--- config.mk ---
export PLATFORM = sky130hd
export DESIGN_NAME = rr_arb_mux_flat
export DESIGN_NICKNAME = d
export VERILOG_FILES = /design/src/rtl/rr_arb_mux_if.sv /design/src/rtl/rr_arb_mux.sv /design/src/flat_wrapper.sv
export SDC_FILE = /design/constraint.sdc
export NUM_CORES = 1
export LEC_CHECK = 0
export ABC_AREA = 1
export BUFFER_PORTS_ARGS = -buffer_cell sky130_fd_sc_hd__buf_4
export CAP_MARGIN = 0
export CORE_ASPECT_RATIO = 0.5
export CORE_MARGIN = 8
export CORE_UTILIZATION = 30
export CTS_CLUSTER_SIZE = 40
export DETAILED_ROUTE_END_ITERATION = 8
export GPL_TIMING_DRIVEN = 0
export SKIP_CTS_REPAIR_TIMING = 1
export SLEW_MARGIN = 5
export SYNTH_ARGS = -nofsm -noshare
export SYNTH_HDL_FRONTEND = slang
export SYNTH_SLANG_ARGS = --single-unit
--- constraint.sdc ---
create_clock -name clk -period 3.6 [get_ports clk]
set_clock_uncertainty 0.1 [all_clocks]
set_input_delay 0.18 -clock clk [delete_from_list [all_inputs] [get_ports clk]]
set_output_delay 0.18 -clock clk [all_outputs]
set_load 0.005 [all_outputs]
--- src/rtl/rr_arb_mux_if.sv ---
// rtl/rr_arb_mux_if.sv - N-channel input / single output handshake bundle for rr_arb_mux
interface rr_arb_mux_if #(
    parameter int WIDTH = 32,
    parameter int N     = 4,
    parameter int SELW  = $clog2(N)
);
    logic [N-1:0]       in_valid;
    logic [N*WIDTH-1:0] in_data;
    logic [N-1:0]       in_ready;
    logic               force_en;
    logic [SELW-1:0]    force_sel;
    logic               out_valid;
    logic [WIDTH-1:0]   out_data;
    logic [SELW-1:0]    out_sel;
    logic               out_ready;

    modport master (
        output in_valid, in_data, force_en, force_sel, out_ready,
        input  in_ready, out_valid, out_data, out_sel
    );

    modport slave (
        input  in_valid, in_data, force_en, force_sel, out_ready,
        output in_ready, out_valid, out_data, out_sel
    );
endinterface

--- src/rtl/rr_arb_mux.sv ---
// rtl/rr_arb_mux.sv - round-robin arbitrating mux with force override and a registered output stage
module rr_arb_mux #(
    parameter int WIDTH = 32,
    parameter int N     = 4,
    parameter int SELW  = $clog2(N)
) (
    input  logic        clk,
    input  logic        rst_n,
    rr_arb_mux_if.slave bus
);
    logic [SELW-1:0]  rr_ptr;
    logic             accept;
    logic [N-1:0]     eligible;
    logic             found;
    logic [SELW-1:0]  grant;
    logic [WIDTH-1:0] grant_data;

    assign accept = !bus.out_valid || bus.out_ready;

    // An out-of-range force_sel matches no index, so nothing becomes eligible.
    always_comb begin
        eligible = '0;
        for (int i = 0; i < N; i++) begin
            eligible[i] = bus.in_valid[i] && (!bus.force_en || (32'(bus.force_sel) == i));
        end
    end

    always_comb begin
        int idx;
        found      = 1'b0;
        grant      = '0;
        grant_data = '0;
        for (int k = 0; k < N; k++) begin
            idx = int'(rr_ptr) + k;
            if (idx >= N) idx = idx - N;
            if (!found && eligible[idx]) begin
                found      = 1'b1;
                grant      = SELW'(idx);
                grant_data = bus.in_data[idx*WIDTH +: WIDTH];
            end
        end
    end

    // Ready depends only on valid/force/pointer state, never on data.
    always_comb begin
        bus.in_ready = '0;
        if (rst_n && accept && found) bus.in_ready[grant] = 1'b1;
    end

    always_ff @(posedge clk or negedge rst_n) begin
        if (!rst_n) begin
            bus.out_valid <= 1'b0;
            bus.out_data  <= '0;
            bus.out_sel   <= '0;
            rr_ptr        <= '0;
        end else if (accept) begin
            if (found) begin
                bus.out_valid <= 1'b1;
                bus.out_data  <= grant_data;
                bus.out_sel   <= grant;
                if (!bus.force_en) begin
                    rr_ptr <= (grant == SELW'(N-1)) ? '0 : grant + 1'b1;
                end
            end else begin
                bus.out_valid <= 1'b0;
            end
        end
    end
endmodule

--- src/flat_wrapper.sv ---
// flat-port wrapper written by rule: the top's interface ports become plain ports
module rr_arb_mux_flat 
#(
    parameter int WIDTH = 32,
    parameter int N     = 4,
    parameter int SELW  = $clog2(N)
)
  (clk, rst_n, bus_in_valid, bus_in_data, bus_force_en, bus_force_sel, bus_out_ready, bus_in_ready, bus_out_valid, bus_out_data, bus_out_sel);
  rr_arb_mux_if #(.WIDTH(WIDTH), .N(N), .SELW(SELW)) bus_i ();
  input  logic clk;
  input  logic rst_n;
  input wire logic [$bits(bus_i.in_valid)-1:0] bus_in_valid;
  input wire logic [$bits(bus_i.in_data)-1:0] bus_in_data;
  input wire logic [$bits(bus_i.force_en)-1:0] bus_force_en;
  input wire logic [$bits(bus_i.force_sel)-1:0] bus_force_sel;
  input wire logic [$bits(bus_i.out_ready)-1:0] bus_out_ready;
  output wire logic [$bits(bus_i.in_ready)-1:0] bus_in_ready;
  output wire logic [$bits(bus_i.out_valid)-1:0] bus_out_valid;
  output wire logic [$bits(bus_i.out_data)-1:0] bus_out_data;
  output wire logic [$bits(bus_i.out_sel)-1:0] bus_out_sel;
  assign bus_i.in_valid = bus_in_valid;
  assign bus_i.in_data = bus_in_data;
  assign bus_i.force_en = bus_force_en;
  assign bus_i.force_sel = bus_force_sel;
  assign bus_i.out_ready = bus_out_ready;
  assign bus_in_ready = bus_i.in_ready;
  assign bus_out_valid = bus_i.out_valid;
  assign bus_out_data = bus_i.out_data;
  assign bus_out_sel = bus_i.out_sel;
  rr_arb_mux #(.WIDTH(WIDTH), .N(N), .SELW(SELW)) u_core (.clk(clk), .rst_n(rst_n), .bus(bus_i));
endmodule
After elaboration in Yosys (flattened, before gate mapping)
Index checks and enable logic that the tools add are counted.
W data, S select, Z words.

storage, ports and cells
  register bits after elaboration = 37
  latch bits = 0
  bits in writable memories = 0
  bits in read-only memories = 0
  output and inout port bits = 39
  word-level logic and storage cells = 87
  memories = 0

cells by class
  $add $sub $neg = 8
  multipliers = 0
  div/mod/pow operators = 0
  magnitude comparators = 10
  eq/ne operators = 4
  shifts and indexed selects = 4
  muxes and demuxes = 33
  bitwise gates (word level) = 1
  reductions and logical operators = 23

operator list
  kind                     number
  $shiftx A128 B32 Y32     4
  $mux W32                 8
  $lt A32 B4 Y1 const B    4
  $ge A32 B4 Y1 const B    3
  $sub A32 B4 Y32 const B  3
  $mux W1                  14
  $logic_and A1 B1 Y1      10
  $mux W2                  5
  $bmux W1 S2              4
  $add A2 B2 Y3 const B    2
  $eq A2 B2 Y1 const B     3
  $logic_not A1 Y1         5
  $logic_or A1 B1 Y1       5
  $mux W4                  1
  $sub A2 B3 Y4 const B    1
  $add A2 B1 Y3 const B    1
  $ge A2 B3 Y1 const B     1
  $lt A2 B3 Y1 const B     1
  $reduce_and A3 Y1        1
  $add A2 B1 Y2 const B    1
  $demux W1 S2             1
  $eq A2 B1 Y1 const B     1
  $ge A2 B1 Y1 const B     1
  $logic_not A2 Y1         1
  other kinds (2)          2

Logic depth before layout (Yosys ltp)
Gate-level depths: netlist of the first run.

  depth after elaboration = 21
  mapped depth = 19

Worst setup path before layout of the first run
No wires, ideal clock.

  path type = register to register
  start point = reg u_core.rr_ptr[1]
  end point = reg u_core.rr_ptr[1]
  arrival = 2,820 ps
  data required time = 3,366 ps
  path slack = 546 ps
  stages on the path, launching flop included = 18
  path buffers = 4
  period minus slack after synthesis = 3,054 ps
  path through = dfrtp_1 > inv_1 > clkbuf_1 > clkbuf_1 > ha_1 > buf_2 > inv_1 > nand3_1 > nand2_2 > nand2_4 > nor2_8 > buf_2 > nand3_1 > nand2_1 > inv_1 > ha_1 > nand2_1 > o21ai_1

between the ends
  word-level cells in the longest chain between the ends = 17
  elaborated cells between the ends (all ways) = 45

ends and longest elaborated chain
  element                                                                   RTL line          text
  start, declared                                                           rr_arb_mux.sv:11  logic [SELW-1:0] rr_ptr;
  start signal, assigned                                                    rr_arb_mux.sv:62  rr_ptr <= (grant == SELW'(N-1)) ? '0 : grant + 1'b1;
  parallel branches: the longest is 14 deep, another holds $sub A32 B4 Y32  -
  $mux W2 *                                                                 rr_arb_mux.sv:36  if (!found && eligible[idx]) begin
  net u_core.grant[1]                                                       rr_arb_mux.sv:15  logic [SELW-1:0] grant;
  $add A2 B1 Y2 / $eq A2 B2 Y1 (equally long branches)                      rr_arb_mux.sv:62
  $mux W2 *                                                                 rr_arb_mux.sv:62

Mark *: on every way through the listed nets, which the timed path passes. The select of a mux whose other input is x is not followed.
A chain may end at the register's enable or synchronous reset.

Worst setup path after layout of the first run
  start point = reg u_core.rr_ptr[1]
  end point = out bus_in_ready[3]

between the ends
  word-level cells in the longest chain between the ends = 20
  elaborated cells between the ends (all ways) = 48

ends and longest elaborated chain
  element                                                                    RTL line            text
  parallel branches: the longest is 14 deep, another holds $sub A32 B4 Y32   -
  $mux W2 *                                                                  rr_arb_mux.sv:36
  net u_core.grant[1]                                                        rr_arb_mux.sv:15
  $lt A2 B3 Y1 (implied by the code) / $ge A2 B1 Y1 (equally long branches)  rr_arb_mux.sv:47    if (rst_n && accept && found) bus.in_ready[grant] = 1'b1;
  $logic_and A1 B1 Y1 (implied by the code)                                  rr_arb_mux.sv:47
  $mux W1 (implied by the code)                                              rr_arb_mux.sv:47
  $demux W1 S2 *                                                             -
  $mux W4 *                                                                  rr_arb_mux.sv:47
  end, declared                                                              flat_wrapper.sv:17  output wire logic [$bits(bus_i.in_ready)-1:0] bus_in_ready;

Marked as above.

==> flow_summary.ini, run 1 <==
[sta]
hold_viol_final = 0
slew_viol_final = 0
fin_crit_ps = 3450
finalSetupViolCount = 0
tns_ps = 0
worst_pin_slew_ps = 879
fmax_mhz = 290
period_share_pct = 95.8
slew_headroom_pct = 41.4
holdWs_ps = 84.6

[worst_setup_path]
cp_cell_sequence = inv_1, buf_6, buf_6, ha_1, buf_2, inv_1, nand3_1, nand2_2, nand2_4, nor2_8, buf_6, nand3_1, nand2_2, inv_1, ha_1, inv_1, nor2_1, buf_4
r2r_start = u_core.rr_ptr[1]
startpoint_type = flop
critPathLaunch = u_core.rr_ptr[1]
cp_max_fo = 11
max_stage_delay_ps = 440
critical_path_class = reg2out
crit_arrival_ps = 3170
end_kind = output pin
cp.required_ps = 3320
cpMostUsedCell = inv_1
critPathSlowestCell = dfrtp_2

[die]
core_area_sq_um = 19100
io_pins = 177
die_w_microns = 212
start_util_pct = 30.2
fp.dieH_microns = 114
row_count = 36
dieArea_sq_um = 24200

[grt]
grtUsageMet2_pct = 32.9
grt_max_degree = 39
grtUsageTotal_pct = 24.5
grt_pass1_vias = 7891
grt_antenna_before_repair = 0
gr-usage-met1_pct = 37.0
use_met3_pct = 6.50
grt_pass1_wl_mm = 46.1
overflow = 0
busiest_layer = met1

[synthesis]
async_flop_share_pct = 100
yosysTopAreaCell = nand2_1
synth_xor_area_share_pct = 0
synth_top_area_share_pct = 26.3
synth_area_sq_um = 5770
synth_adder_area_share_pct = 1.95
ys_ff_latch = 37
postSynthCellCount = 1107
synth_edf_count = 0
synthMuxAreaShare_pct = 0
ys.flop_type = dfrtp_1
syn_nets = 1254
syn_area_per_cell_sq_um = 5.22
synth_compound_area_share_pct = 26.2
ys_seq_area_share_pct = 16.0
synth_top_family_by_area = simple AND/OR/NAND/NOR gates
synth_area_leaders = nand2_1 (26%), dfrtp_1 (16%), o21ai_0 (13%)
synthTopCellsByCount = nand2_1 (405), o21ai_0 (151), inv_1 (92)
yosysMostFrequentCell = nand2_1
synth_cell_types = 28
yosys_warnings = 0
synthSimpleGateAreaFrac_pct = 41.8

[layout]
final_util_pct = 40.1
diodes = 0
area_growth_syn_to_layout_pct = 33.0
post-route-cell-area_sq_um = 7680
drive_above_1_share_pct = 20.1
fin_nets = 1443

[routing]
firstDrtPassIters = 5
initialDrtViolationCount = 1144
final_antenna_net_count = 0
drt-total-wl_mm = 31.0
viasPerCell = 5.44
wl_per_cell_microns = 19.8
drc = 0
vias = 8496

[place]
io_buffers = 176
dp_hpwl_mm = 23.6
placedInstanceArea_sq_um = 7430
gp_congestion = 0.967

[clock_network]
cts-root-buf = clkbuf_16
cts_max_level = 2
clk_latency_ps = 300
path_clk_slew_ps = 70
clock-sinks = 37
clk_path_buf_depth = 2
tritoncts = done
numCtsBuffers = 5

[outcome]
status = complete, no violations

[run]
maxCapViolCount = 0

[power]
ir_drop_mv = 0.442
p_leak_nw = 4.01
power.density_nw_per_um2 = 1180

[worst_hold_path]
hp-class = in2reg
hp-start = bus_force_en
[worst max-delay path, delay by kind of cell, from the launching register on]
family	cells	cell delay, ps
buffers and inverters	9	1170
and+or+nand+nor	7	830
DFF	1	440
adders and majority gates	2	420
[cell usage in the layout, fill, tap and decap left out, types with 2 or more instances in the layout]
| cell type | instances |
|---|---|
| inv_1 | 92 |
| clkbuf_1 | 41 |
| buf_1 | 4 |
| nand2_2 | 12 |
| a22oi_1 | 2 |
| clkbuf_16 | 5 |
| clkbuf_2 | 2 |
| buf_6 | 9 |
| nand2_4 | 4 |
| o21ai_1 | 5 |
| nand3_1 | 80 |
| buf_4 | 184 |
| buf_8 | 2 |
| a211oi_1 | 12 |
| buf_2 | 27 |
| o22ai_1 | 44 |
| a21oi_1 | 65 |
| nor2_1 | 88 |
| clkbuf_8 | 2 |
| ha_1 | 9 |
| o21a_1 | 3 |
| o21ai_0 | 150 |
| dfrtp_1 | 36 |
| inv_2 | 5 |
| nand2_1 | 404 |
[layout make-up]
class	count	area, sq um
Clock inverter	1	5.00
Tap cell	266	333
Timing Repair Buffer	182	1370
Multi-Input combinational cell	884	4050
Sequential cell	37	927
Inverter	98	372
Clock buffer	7	153
Buffer	88	468
Fill cell	2155	11500
[cell families after synthesis]
kind of cell,Yosys count
adders and majority gates,9
DFF,37
buffers and inverters,186
and+or+nand+nor,593
AOI/OAI and AO/OA,282
[registers in the layout, summed over array words and instances, names as in the netlist]
register	cells
u_core.bus.out_data	32
u_core.bus.out_sel	2
u_core.bus.out_valid	1
u_core.rr_ptr	2
[routing by layer]
metal | vias to the layer above | wire [microns]
li1 | 3952 | -
met1 | 3845 | 14500
met2 | 641 | 11700
met3 | 58 | 4210
met4 | 0 | 601
met5 | - | 0
[per-stage QoR]
step	setup slack (ps)	std cells	power [mW]
5_1_grt	-1.35	1563	9.75
2_1_floorplan	546	1107	5.57
3_3_place_gp	-435	1549	8.00
3_5_place_dp	-527	1549	8.05
6_report	150	1563	9.07
4_1_cts	-874	1557	8.60
[power breakdown]
part	internal (mW)	switching, mW	leakage (nW)
clock network	0.295	0.213	0.0799
logic	2.54	5.26	3.46
registers	0.638	0.123	0.463
[worst paths after layout]
kind,to,cells past startpoint,slack [ps]
worst max-delay path,bus_in_ready[3],18,150
worst min-delay path,u_core.rr_ptr[1],4,80
worst max register to register,u_core.bus.out_data[17],14,190
worst min register to register,u_core.bus.out_data[24],2,380
max in group asynchronous,u_core.rr_ptr[1],2,2650
min in group asynchronous,u_core.bus.out_data[16],2,330
Power figures use the tool's default switching activity.
==> run 2: changes to the inputs <==
- CORE_UTILIZATION: 30 -> 54
- PLACE_DENSITY: not set -> 0.83
==> flow_summary.ini, run 2 (synthesized netlist as in run 1, its figures left out) <==
[outcome]
status = complete, no violations

[sta]
worst_pin_slew_ps = 736
slew_viol_final = 0
fin_crit_ps = 3450
slew_headroom_pct = 50.9
hold_viol_final = 0
finalSetupViolCount = 0
period_share_pct = 95.9
fmax_mhz = 290

[layout]
drive_above_1_share_pct = 19.7
layout_common_cells = nand2_1 (404), buf_4 (180), o21ai_0 (150), inv_1 (92), nor2_1 (88)
fin_nets = 1439
regMostFlops = u_core.bus.out_data
area_growth_syn_to_layout_pct = 29.2
largest_reg_flops = 32
final_util_pct = 72.4
reg_top3 = u_core.bus.out_data: 32 flops, u_core.bus.out_sel: 2 flops, u_core.rr_ptr: 2 flops
final_common_cell = nand2_1

[clock_network]
clk_latency_ps = 290
clk_path_buf_depth = 2
cts_max_level = 2
path_clk_slew_ps = 60
tritoncts = done
cts-root-buf = clkbuf_16
clock-sinks = 37
numCtsBuffers = 5

[worst_setup_path]
cp_cell_sequence = inv_1, buf_4, buf_6, ha_1, buf_2, inv_1, nand3_1, nand2_2, nand2_4, nor2_8, buf_6, nand3_1, nand2_2, inv_1, ha_1, inv_1, nor2_1, buf_4
critical_path_class = reg2out
critPathSlowestCell = dfrtp_2
crit_arrival_ps = 3170
path_depth = 18
critPathTopFamily = buffers and inverters
max_stage_delay_ps = 470
cp_max_fo = 11
r2r_cells = 14
cp.required_ps = 3320
r2r_start = u_core.rr_ptr[1]
timing.rr.end = u_core.bus.out_data[17]
crit_buf_inv = 9
reg2reg_slack_ps = 340
startpoint_type = flop
cpMostUsedCell = inv_1
end_kind = output pin

[grt]
overflow = 0
grt_max_degree = 39
grt_pass1_wl_mm = 41.9
grt_antenna_before_repair = 0
grt_pass1_vias = 8272
grtUsageTotal_pct = 36.0

[routing]
vias = 8831
firstDrtPassIters = 9
final_antenna_net_count = 0
drt-total-wl_mm = 27.1
drc = 0
initialDrtViolationCount = 1624
wl_per_cell_microns = 18.9
viasPerCell = 6.16

[power]
power_mw = 8.81
p_leak_nw = 3.98
ir_drop_mv = 0.641
power.density_nw_per_um2 = 1180

[worst_hold_path]
hp-start = bus_force_en
hold-path-cell-count = 4
hp-class = in2reg
hold_path_end = u_core.rr_ptr[1]

[place]
dp_hpwl_mm = 20.1
io_buffers = 176
gp_congestion = 0.997

[die]
start_util_pct = 56.0
row_count = 26
io_pins = 177
core_area_sq_um = 10300
die_w_microns = 162
fp.dieH_microns = 89.1
dieArea_sq_um = 14500

[run]
maxCapViolCount = 0
-- run 2: cell types whose count changed in the layout (fill, tap and decap cells not counted), sizes merged --
cell and change:
inv +1, clkinvlp -1, diode +1, clkinv -1
buf -4
-- run 2: stage by stage --
stage / setup slack [ps] / cell area, sq um / hold slack, ps / std cells / setup TNS [ps]
after floorplan: 546 / 5770 / -216 / 1107 / 0
after global placement: -320 / 7270 / 94.5 / 1423 / -2910
after detailed placement: -368 / 7270 / 113 / 1423 / -4920
after CTS: -687 / 7410 / -199 / 1430 / -7300
after global routing: -27.7 / 7460 / 108 / 1432 / -27.7
final: 147 / 7460 / 86.4 / 1433 / 0
-- run 2: cell type report --
type | instances | area [sq um]
clock buffer | 7 | 143
buffer | 88 | 462
multi-input combinational | 884 | 4050
fill | 932 | 2850
antenna | 1 | 2.50
tap | 140 | 175
sequential | 37 | 927
timing repair buffer | 178 | 1340
inverter | 98 | 368
-- run 2: worst max-delay path by stage --
stage                     slack, ps             start               end
after global placement         -320  u_core.rr_ptr[1]   bus_in_ready[3]
final                           150  u_core.rr_ptr[1]   bus_in_ready[3]
after global routing            -30  u_core.rr_ptr[1]   bus_in_ready[3]
after CTS                      -690  u_core.rr_ptr[1]   bus_in_ready[3]
after detailed placement       -370  u_core.rr_ptr[1]   bus_in_ready[3]
after floorplan                 550  u_core.rr_ptr[1]  u_core.rr_ptr[1]
-- run 2: per-layer routing --
| metal | GRT usage, % | wire, microns | up-vias |
|---|---|---|---|
| li1 | - | - | 3953 |
| met1 | 45.5 | 10100 | 3868 |
| met2 | 56.6 | 11300 | 841 |
| met3 | 9.74 | 4520 | 169 |
| met4 | 17.2 | 1140 | 0 |
| met5 | 0 | 0 | - |
-- run 2: where the power goes --
part	internal [mW]	total [mW]	leakage, nW	switching, mW
logic	2.47	7.56	3.44	5.09
clock network	0.273	0.480	0.0700	0.206
registers	0.638	0.764	0.463	0.126
total	3.38	8.81	3.98	5.42
-- run 2: worst min-delay path, delay by kind of cell --
family	cells	cell delay, ps
buffers and inverters	1	110
and+or+nand+nor	2	100
AOI/OAI and AO/OA	1	50
==> run 3: changes to the inputs <==
- ABC_AREA: 1 -> 0
==> flow_summary.ini, run 3 <==
[power]
p_leak_nw = 3.45
power.share.switching_pct = 48.9
p_comb_share_pct = 81.6
p_sw_mw = 3.25
ir_drop_mv = 0.566
pwr-share-clk_pct = 7.0
power.density_nw_per_um2 = 892
intPower_mw = 3.40
p_seq_share_pct = 11.4

[die]
fp.dieH_microns = 89.3
start_util_pct = 56.1
core_area_sq_um = 10300
die_w_microns = 163
io_pins = 177
dieArea_sq_um = 14500
row_count = 26

[worst_hold_path]
hp-class = in2reg
hp-start = bus_force_en
hold_path_end = u_core.rr_ptr[0]
hold-path-cell-count = 3

[sta]
period_share_pct = 93.7
worst_pin_slew_ps = 875
slew_headroom_pct = 41.7
hold_viol_final = 0
finalSetupViolCount = 0
slew_viol_final = 0
fin_crit_ps = 3370
holdWs_ps = 143
fin_ws_ps = 228
rsz0062_at_grt = false
tns_ps = 0
fmax_mhz = 297

[place]
placedCellCount = 907
dp_hpwl_mm = 15.9
gp_congestion = 0.919
io_buffers = 175
pre_cts_ws_ps = 56.8
placedInstanceArea_sq_um = 7290

[synthesis]
synth_cell_types = 49
synthTopCellsByCount = nand2_1 (71), o21ai_0 (68), mux4_1 (54)
syn_nets = 739
synth_area_leaders = mux4_1 (24%), dfrtp_1 (16%), mux2_2 (6.4%)
synth_area_sq_um = 5810
ys.flop_type = dfrtp_1
yosys_warnings = 0
yosysMostFrequentCell = nand2_1
postSynthCellCount = 592
yosysTopAreaCell = mux4_1
ys_seq_area_share_pct = 15.9
syn_area_per_cell_sq_um = 9.81
synth_edf_count = 0
synth_top_area_share_pct = 24.4
ys_ff_latch = 37
async_flop_share_pct = 100

[worst_setup_path]
cp_max_fo = 10
cp.required_ps = 3320
end_kind = output pin
reg2reg_slack_ps = 430
r2r_cells = 7
r2r_start = u_core.rr_ptr[1]
crit_arrival_ps = 3090
critical_path_class = reg2out
timing.rr.end = u_core.bus.out_data[17]
startpoint_type = flop

[clock_network]
clock-sinks = 37
clk_path_buf_depth = 2
cts_max_level = 2
cts-root-buf = clkbuf_16
path_clk_slew_ps = 60
tritoncts = done
clk_latency_ps = 290
numCtsBuffers = 5

[layout]
nFillCells = 796
ff_latch_area_sq_um = 927
largest_reg_flops = 32
fin_nets = 922
final_common_cell = buf_4
multi_input_area_sq_um = 4350
layout.cells.non_filler = 916
drive_above_1_share_pct = 35.6
layout_common_cells = buf_4 (175), nand2_1 (71), o21ai_0 (68), mux4_1 (54), nor2_1 (37)
reg_top3 = u_core.bus.out_data: 32 flops, u_core.bus.out_sel: 2 flops, u_core.rr_ptr: 2 flops
regMostFlops = u_core.bus.out_data
diodes = 0
area_growth_syn_to_layout_pct = 28.5
post-route-cell-area_sq_um = 7460

[routing]
drt-total-wl_mm = 21.8
viasPerCell = 6.91
drc = 0
initialDrtViolationCount = 762
wl_per_cell_microns = 23.8
firstDrtPassIters = 6
vias = 6327
final_antenna_net_count = 0

[grt]
grtUsageMet2_pct = 49.7
use_met3_pct = 6.02
overflow = 0
grt_pass1_vias = 6571
gr-usage-met1_pct = 35.0
grtUsageTotal_pct = 28.6
grt_antenna_before_repair = 0
grt_max_degree = 42
grt_pass1_wl_mm = 33.2
busiest_layer = met2

[run]
maxCapViolCount = 0

[outcome]
status = complete, no violations
## run 3: cell type report
class                      count  area share, %
clock buffer                   6           1.73
timing repair buffer         176           17.7
multi-input combinational    458           58.3
inverter                      37           1.86
clock inverter                 2          0.134
tap                          140           2.35
sequential                    37           12.4
buffer                        60           5.42
## run 3: metal layers
metal / part of all wire (%) / wire length, microns
met5: 0 / 0
met1: 39 / 8460
met3: 11 / 2410
met4: 2.2 / 474
met2: 48 / 10400
## run 3: critical path, cell delays in order, from the launching register on
cell and delay, ps:
dfrtp_1 500, inv_1 140, ha_1 300, buf_6 140, clkbuf_2 230, clkbuf_2 320
a21oi_1 220, nor2_1 80, o22ai_2 260, inv_1 120, ha_1 190, and3_1 160
buf_4 130
## run 3: cells by family (layout without fill, tap and decap cells)
| group | Yosys count | after routing | share of synthesized area [%] |
|---|---|---|---|
| AO/OA/AOI/OAI | 183 | 183 | 21.1 |
| XOR/XNOR | 2 | 2 | 0.302 |
| adder cells (fa/ha/maj) | 9 | 9 | 1.94 |
| buffers and inverters | 97 | 281 | 9.31 |
| flip-flops | 37 | 37 | 15.9 |
| multiplexers | 135 | 135 | 42.0 |
| AND/OR/NAND/NOR | 129 | 129 | 9.42 |
## run 3: per-stage QoR
stage	util, %	total power, mW
2_1_floorplan	-	4.48
3_3_place_gp	70.5	5.85
3_5_place_dp	70.5	6.01
4_1_cts	71.9	6.49
5_1_grt	72.1	7.02
6_report	72.1	6.65
## run 3: power by group through the flow
| stage | sequential, mW | clock [mW] | combinational [mW] |
|---|---|---|---|
| after CTS | 0.748 | 0.456 | 5.28 |
| after global routing | 0.771 | 0.473 | 5.78 |
| after detailed placement | 0.750 | 0 | 5.26 |
| after global placement | 0.747 | 0 | 5.10 |
| final | 0.758 | 0.463 | 5.43 |
| after floorplan | 0.731 | 0 | 3.75 |
## run 3: worst max path at each step
stage / end / slack, ps / start / cells after the start
2_1_floorplan: u_core.rr_ptr[1] / 690 / u_core.rr_ptr[0] / 9
3_3_place_gp: u_core.rr_ptr[1] / 160 / u_core.rr_ptr[0] / 11
3_5_place_dp: u_core.rr_ptr[1] / 60 / u_core.rr_ptr[0] / 11
4_1_cts: bus_in_ready[3] / -180 / u_core.rr_ptr[0] / 12
5_1_grt: bus_in_ready[3] / 90 / u_core.rr_ptr[0] / 12
6_report: bus_in_ready[3] / 230 / u_core.rr_ptr[1] / 12
